--- config.mk ---
export PLATFORM = sky130hd
export DESIGN_NAME = dmem_io
export DESIGN_NICKNAME = d
export VERILOG_FILES = /design/src/rtl/dmem_io_pkg.sv /design/src/rtl/io_timer.sv /design/src/rtl/dmem_io.sv
export SDC_FILE = /design/constraint.sdc
export NUM_CORES = 2
export LEC_CHECK = 0
export CORE_ASPECT_RATIO = 0.6
export CORE_UTILIZATION = 30
export DETAILED_ROUTE_END_ITERATION = 10
export HOLD_SLACK_MARGIN = 0.05
export SETUP_SLACK_MARGIN = 0.15
export SLEW_MARGIN = 15
export SYNTH_ARGS = -nofsm -noshare
export SYNTH_HDL_FRONTEND = slang
export SYNTH_SLANG_ARGS = --single-unit
--- constraint.sdc ---
create_clock -name clk -period 3.8 [get_ports clk]
set_clock_uncertainty 0.05 [all_clocks]
set_input_delay 0.76 -clock clk [delete_from_list [all_inputs] [get_ports clk]]
set_output_delay 0.76 -clock clk [all_outputs]
set_load 0.02 [all_outputs]
--- src/rtl/dmem_io_pkg.sv ---
// Shared address map and region select for the data-side memory/IO stage.
// Timer registers exist only when DMEM_IO_TIMER_EN is defined.
package dmem_io_pkg;

    localparam logic [31:0] IO_BASE     = 32'hFFFF_0000;
    localparam logic [31:0] LED_ADDR    = IO_BASE + 32'h0;
    localparam logic [31:0] SW_ADDR     = IO_BASE + 32'h4;
    localparam logic [31:0] TCOUNT_ADDR = IO_BASE + 32'h8;
    localparam logic [31:0] TCMP_ADDR   = IO_BASE + 32'hC;
    localparam logic [31:0] STATUS_ADDR = IO_BASE + 32'h10;

    typedef enum logic [2:0] {
        SEL_RAM,
        SEL_LED,
        SEL_SW,
        SEL_TCOUNT,
        SEL_TCMP,
        SEL_STATUS,
        SEL_NONE
    } sel_e;

    // Word-granular match; the byte offset never takes part.
    function automatic logic word_hit(
        input logic [31:0] a,
        input logic [31:0] base
    );
        return a[31:2] == base[31:2];
    endfunction

endpackage

--- src/rtl/io_timer.sv ---
// Free-running timer with compare, auto-reload to zero and a sticky match flag.
// Instantiated by dmem_io only when DMEM_IO_TIMER_EN is defined.
module io_timer
    import dmem_io_pkg::*;
(
    input  logic        clk,
    input  logic        reset,
    input  logic [31:0] wdata,
    input  logic        we_count,
    input  logic        we_cmp,
    input  logic        we_status,
    output logic [31:0] count,
    output logic [31:0] cmp,
    output logic        flag
);

    logic match;

    assign match = (cmp != '0) && (count == cmp);

    // Count write and match both zero the count; a match beats a flag clear.
    always_ff @(posedge clk or posedge reset) begin
        if (reset) begin
            count <= '0;
            cmp   <= '0;
            flag  <= 1'b0;
        end else begin
            if (we_count || match) begin
                count <= '0;
            end else begin
                count <= count + 32'd1;
            end
            if (we_cmp) begin
                cmp <= wdata;
            end
            if (match) begin
                flag <= 1'b1;
            end else if (we_status && wdata[0]) begin
                flag <= 1'b0;
            end
        end
    end

endmodule

--- src/rtl/dmem_io.sv ---
// Data RAM plus memory-mapped LED, switch and (with DMEM_IO_TIMER_EN) timer.
// Loads are combinational; stores commit on the rising clock edge.
module dmem_io
    import dmem_io_pkg::*;
#(
    parameter int DEPTH = 64,
    parameter int SW_W  = 8,
    parameter int LED_W = 8
) (
    input  logic             clk,
    input  logic             reset,
    input  logic             memwrite,
    input  logic [31:0]      addr,
    input  logic [31:0]      writedata,
    output logic [31:0]      readdata,
    input  logic [SW_W-1:0]  sw,
    output logic [LED_W-1:0] led,
    output logic             irq
);

    localparam int AW = $clog2(DEPTH);

    sel_e            sel;
    logic [AW-1:0]   widx;
    logic [31:0]     mem [DEPTH];
    logic [LED_W-1:0] led_q;
    logic [SW_W-1:0] sw_s1;
    logic [SW_W-1:0] sw_s2;
    logic            unused_addr;

    assign widx        = addr[AW+1:2];
    assign unused_addr = ^addr[1:0];

    always_comb begin
        sel = SEL_NONE;
        if (addr[31:AW+2] == '0) begin
            sel = SEL_RAM;
        end else if (word_hit(addr, LED_ADDR)) begin
            sel = SEL_LED;
        end else if (word_hit(addr, SW_ADDR)) begin
            sel = SEL_SW;
`ifdef DMEM_IO_TIMER_EN
        end else if (word_hit(addr, TCOUNT_ADDR)) begin
            sel = SEL_TCOUNT;
        end else if (word_hit(addr, TCMP_ADDR)) begin
            sel = SEL_TCMP;
        end else if (word_hit(addr, STATUS_ADDR)) begin
            sel = SEL_STATUS;
`endif
        end
    end

    // RAM has no reset; a store coinciding with reset is discarded.
    always_ff @(posedge clk) begin
        if (memwrite && !reset && sel == SEL_RAM) begin
            mem[widx] <= writedata;
        end
    end

    always_ff @(posedge clk or posedge reset) begin
        if (reset) begin
            led_q <= '0;
        end else if (memwrite && sel == SEL_LED) begin
            led_q <= writedata[LED_W-1:0];
        end
    end

    always_ff @(posedge clk or posedge reset) begin
        if (reset) begin
            sw_s1 <= '0;
            sw_s2 <= '0;
        end else begin
            sw_s1 <= sw;
            sw_s2 <= sw_s1;
        end
    end

    assign led = led_q;

`ifdef DMEM_IO_TIMER_EN
    logic [31:0] tcount;
    logic [31:0] tcmp;
    logic        tflag;

    io_timer u_timer (
        .clk       (clk),
        .reset     (reset),
        .wdata     (writedata),
        .we_count  (memwrite && sel == SEL_TCOUNT),
        .we_cmp    (memwrite && sel == SEL_TCMP),
        .we_status (memwrite && sel == SEL_STATUS),
        .count     (tcount),
        .cmp       (tcmp),
        .flag      (tflag)
    );

    assign irq = tflag;
`else
    assign irq = 1'b0;
`endif

    always_comb begin
        readdata = '0;
        unique case (sel)
            SEL_RAM:    readdata = mem[widx];
            SEL_LED:    readdata[LED_W-1:0] = led_q;
            SEL_SW:     readdata[SW_W-1:0] = sw_s2;
`ifdef DMEM_IO_TIMER_EN
            SEL_TCOUNT: readdata = tcount;
            SEL_TCMP:   readdata = tcmp;
            SEL_STATUS: readdata[0] = tflag;
`endif
            default:    readdata = '0;
        endcase
    end

endmodule

==> PnR_summary.wiki <==
{| class="wikitable"
! Metric !! Value
|-
| Run status || finished with violations
|-
| Violations in the final reports || setup timing
|-
| Number of core rows || between 100 and 150
|-
| Clk sinks || just over 2000
|-
| Gp weighted congestion || ~0.96
|-
| Power spent charging and discharging nets || about 11 mW
|-
| Crit. End Element || output pin
|-
| Via count of the first global-routing pass || around 49000
|-
| Count of flip-flops with a built-in enable after synthesis || 2048
|-
| Flop and latch count out of synthesis || 2072
|-
| Share of post-route cells with drive strength above 1 || 39.7%
|-
| Cell count after synthesis || around 4200
|-
| Achievable clock frequency || about 0.24 GHz
|-
| Power density over the cells || between 400 and 500 nW/um^2
|-
| Transition at the pin with the smallest max-transition slack || 1.27 ns
|-
| Min setup slack post-route || -0.371 ns
|-
| Setup repair after global routing missed its margin || true
|-
| Total detailed-routing wirelength || 336000 um
|-
| Initial DRC count || about 10000
|-
| CTS tree || built
|-
| Slew HR || approximately 15%
|-
| Wire length of the first global-routing pass || ~440000 um
|-
| Placeable core region || between 200000 and 300000 sq um
|-
| Antenna-violating nets left || 0
|-
| Netlist area before placement || about 80000 sq um
|-
| Height of the die || approximately 400 um
|-
| Number of endpoints failing setup at the final stage || 30
|-
| Sequential group share of total power || 53.0%
|-
| CP arrival || between 3 and 4 ns
|-
| Min Clock Period, post-route || approximately 4.2 ns
|-
| Clock network fraction of total power || approximately 39%
|-
| Power share of the combinational group || between 8 and 9%
|-
| Top post-synthesis cells by area || sky130_fd_sc_hd__edfxtp_1 77%, sky130_fd_sc_hd__mux4_2 3.9%, sky130_fd_sc_hd__mux2_2 3.0%
|-
| DRC violations left || 0
|-
| Sw frac || roughly 23%
|-
| Number of antenna violations at the first check in global routing || 21
|-
| Library cell with the largest summed area after synthesis || sky130_fd_sc_hd__edfxtp_1
|-
| Number of nets produced by synthesis || approximately 4300
|-
| Worst hold path type || primary input to flop
|-
| Chip Width || around 670 um
|-
| Die Outline Area || ~270000 sq um
|-
| Clock network latency to the later pin of the worst-skew pair || roughly 0.83 ns
|-
| Root buffer cell || sky130_fd_sc_hd__clkbuf_16
|-
| Highest-count cells in the layout ignoring fill and taps || 2048 x sky130_fd_sc_hd__edfxtp_1, 677 x sky130_fd_sc_hd__buf_4, 262 x sky130_fd_sc_hd__buf_12
|-
| Mean number of vias per cell || around 5.9
|-
| Maximum root-to-sink buffer count || 4
|-
| Avg Inst Size Synth || between 15 and 20 sq um
|-
| Final routed wire length divided by cell count || ~37 um
|-
| Count of input and output buffers || 112
|-
| CTS HTree Levels || 4
|-
| Number of different library cells in the post-synthesis netlist || between 70 and 80
|-
| Area taken by flip-flops and latches || around 62000 sq um
|-
| Most common library cell in the layout ignoring fill and taps || sky130_fd_sc_hd__edfxtp_1
|-
| Maximum number of pins on one net before global-route repair || 66
|-
| Total Power Consumption || about 47 mW
|-
| Initial Util || 30.3%
|-
| Max-cap violations || 0
|-
| Internal cell power || approximately 36 mW
|-
| Post-synth ARST share || ~1.2%
|-
| Critical Path Start Type || primary input
|-
| Post-synthesis to final-layout area growth || 31.0%
|-
| Via count || ~53000
|-
| Fin. max-slew vios || 0
|-
| Inserted Clock Buffers || ~180
|-
| Number of optimization iterations in the first detailed-route pass || 6
|-
| Number of primary I/O pins || ~120
|-
| Worst vdd rail ir drop || around 0.46 mV
|-
| Final period util || 110%
|-
| Static leakage || around 34 nW
|-
| Final sum of negative setup slack || -5.97 ns
|-
| Gr usage total || between 20% and 30%
|-
| Final Net Count || 5426
|-
| Aggregate global routing overflow || 0
|-
| Area share of the largest cell type after synthesis || between 70% and 80%
|-
| Multi-input gate area in the final layout || 18600 sq um
|-
| Clock-pin slew reported for the worst setup and hold paths after clock tree synthesis || roughly 0.06 ns
|-
| CTS Hold Bufs || 0
|-
| Warning count from the yosys run || 0
|-
| Most used flip-flop cell after synthesis || sky130_fd_sc_hd__edfxtp_1
|-
| Part of the Yosys area used for sequential elements || 77.5%
|-
| DP Wirelength || between 200000 and 250000 um
|-
| Crit path required time || around 3 ns
|-
| Crit path max fanout || 6
|-
| Total count of hold-check failures in the final report || 0
|-
| FILL cells || around 24000
|-
| Crit Path Category || primary input to output pin
|}
[cells by family after synthesis]
logic type / share of synthesized area [%]
flops: 77.5
other cells: 0.00468
compound gates: 7.89
simple gates: 2.54
mux: 9.58
buf+inv: 2.46
[flip-flops by register name, summed over array words and instances, names as in the netlist]
signal	cells
sw_s1	8
mem	2048
sw_s2	8
led	8
[area by class of cell]
cell class | count | share of cell area, %
well taps | 3552 | 4.24
clock buffers | 209 | 4.40
clock inverters | 90 | 0.782
diodes | 7 | 0.0167
inverters | 6 | 0.0453
flip-flops and latches | 2072 | 59.2
repair buffers | 1219 | 13.6
multi-input cells | 1874 | 17.7
[critical path, stage by stage]
cell and delay, ns:
sky130_fd_sc_hd__buf_16 0.15, sky130_fd_sc_hd__buf_16 0.19, sky130_fd_sc_hd__buf_4 0.15, sky130_fd_sc_hd__mux2_2 0.24
sky130_fd_sc_hd__o221ai_2 0.13, sky130_fd_sc_hd__o21ai_1 0.21, sky130_fd_sc_hd__a21oi_1 0.14, sky130_fd_sc_hd__nand4b_1 0.59
sky130_fd_sc_hd__nor4_4 0.42, sky130_fd_sc_hd__buf_4 0.20, sky130_fd_sc_hd__buf_6 0.12
[per-stage QoR]
stage / setup slack, ns / instance area (sq um) / std cells / util, % / hold WS (ns)
after floorplan: -0.232 / 80300 / 4243 / - / 0.281
after global placement: -1.41 / 93100 / 8459 / 35.2 / 0.283
after detailed placement: -1.30 / 93100 / 8459 / 35.2 / 0.285
after CTS: -0.250 / 102000 / 8897 / 38.6 / 0.256
after global routing: -0.349 / 105000 / 9022 / 39.6 / 0.257
final: -0.371 / 105000 / 9029 / 39.6 / 0.283
[final timing paths]
path	from	to	slack [ns]	cells after the start
min in group asynchronous	reset	sw_s2[2]	0.63	3
hold reg to reg	sw_s1[1]	sw_s2[1]	0.30	0
setup / recovery	addr[4]	readdata[24]	-0.37	11
max in group asynchronous	reset	sw_s2[3]	2.77	3
setup reg to reg	led[4]	led[4]	2.94	1
hold / removal	sw[5]	sw_s1[5]	0.28	1
[power groups by stage]
stage / sequential [mW] / combinational (mW) / clock, mW
3_5_place_dp: 25.6 / 3.04 / 0
4_1_cts: 25.1 / 3.52 / 18.2
2_1_floorplan: 25.6 / 1.22 / 0
3_3_place_gp: 25.6 / 3.01 / 0
5_1_grt: 25.1 / 4.06 / 19.1
6_report: 25.1 / 4.05 / 18.2
[synthesized netlist by cell type, types with 6 or more instances]
library cell / number
sky130_fd_sc_hd__nand2b_1: 10
sky130_fd_sc_hd__clkbuf_1: 60
sky130_fd_sc_hd__buf_12: 8
sky130_fd_sc_hd__o22a_1: 14
sky130_fd_sc_hd__mux2_2: 215
sky130_fd_sc_hd__buf_6: 47
sky130_fd_sc_hd__nor2_1: 213
sky130_fd_sc_hd__edfxtp_1: 2048
sky130_fd_sc_hd__buf_1: 7
sky130_fd_sc_hd__a22oi_1: 42
sky130_fd_sc_hd__a22o_1: 8
sky130_fd_sc_hd__a222oi_1: 16
sky130_fd_sc_hd__o22ai_1: 291
sky130_fd_sc_hd__mux4_1: 23
sky130_fd_sc_hd__dfrtp_1: 24
sky130_fd_sc_hd__nor3_1: 14
sky130_fd_sc_hd__a2bb2oi_1: 27
sky130_fd_sc_hd__a211o_1: 6
sky130_fd_sc_hd__nor2b_1: 12
sky130_fd_sc_hd__buf_2: 107
sky130_fd_sc_hd__o221ai_1: 171
sky130_fd_sc_hd__buf_4: 61
sky130_fd_sc_hd__o21ai_0: 104
sky130_fd_sc_hd__nand4_1: 9
sky130_fd_sc_hd__and3_1: 6
sky130_fd_sc_hd__or3_1: 6
sky130_fd_sc_hd__a221o_1: 7
sky130_fd_sc_hd__nand2_1: 100
sky130_fd_sc_hd__a21oi_1: 108
sky130_fd_sc_hd__nand3_1: 13
sky130_fd_sc_hd__mux2i_1: 154
sky130_fd_sc_hd__a221oi_1: 54
sky130_fd_sc_hd__nor4_1: 18
sky130_fd_sc_hd__mux4_2: 138
sky130_fd_sc_hd__a211oi_1: 14
[layer usage]
layer	global-route usage [%]	wire (um)	vias to the layer above
met2	31.3	130000	5063
li1	-	-	19900
met4	6.59	12500	10
met3	12.4	64800	770
met1	34.3	129000	27700
met5	0	71	-
[repair_timing]
action / CTS / global route
pin swaps: 113 / 133
setup buffers: 117 / 114
setup endpoints to repair: 32 / 32
resized for setup: 574 / 336
cloned: 23 / 12
Power figures use the tool's default switching activity.
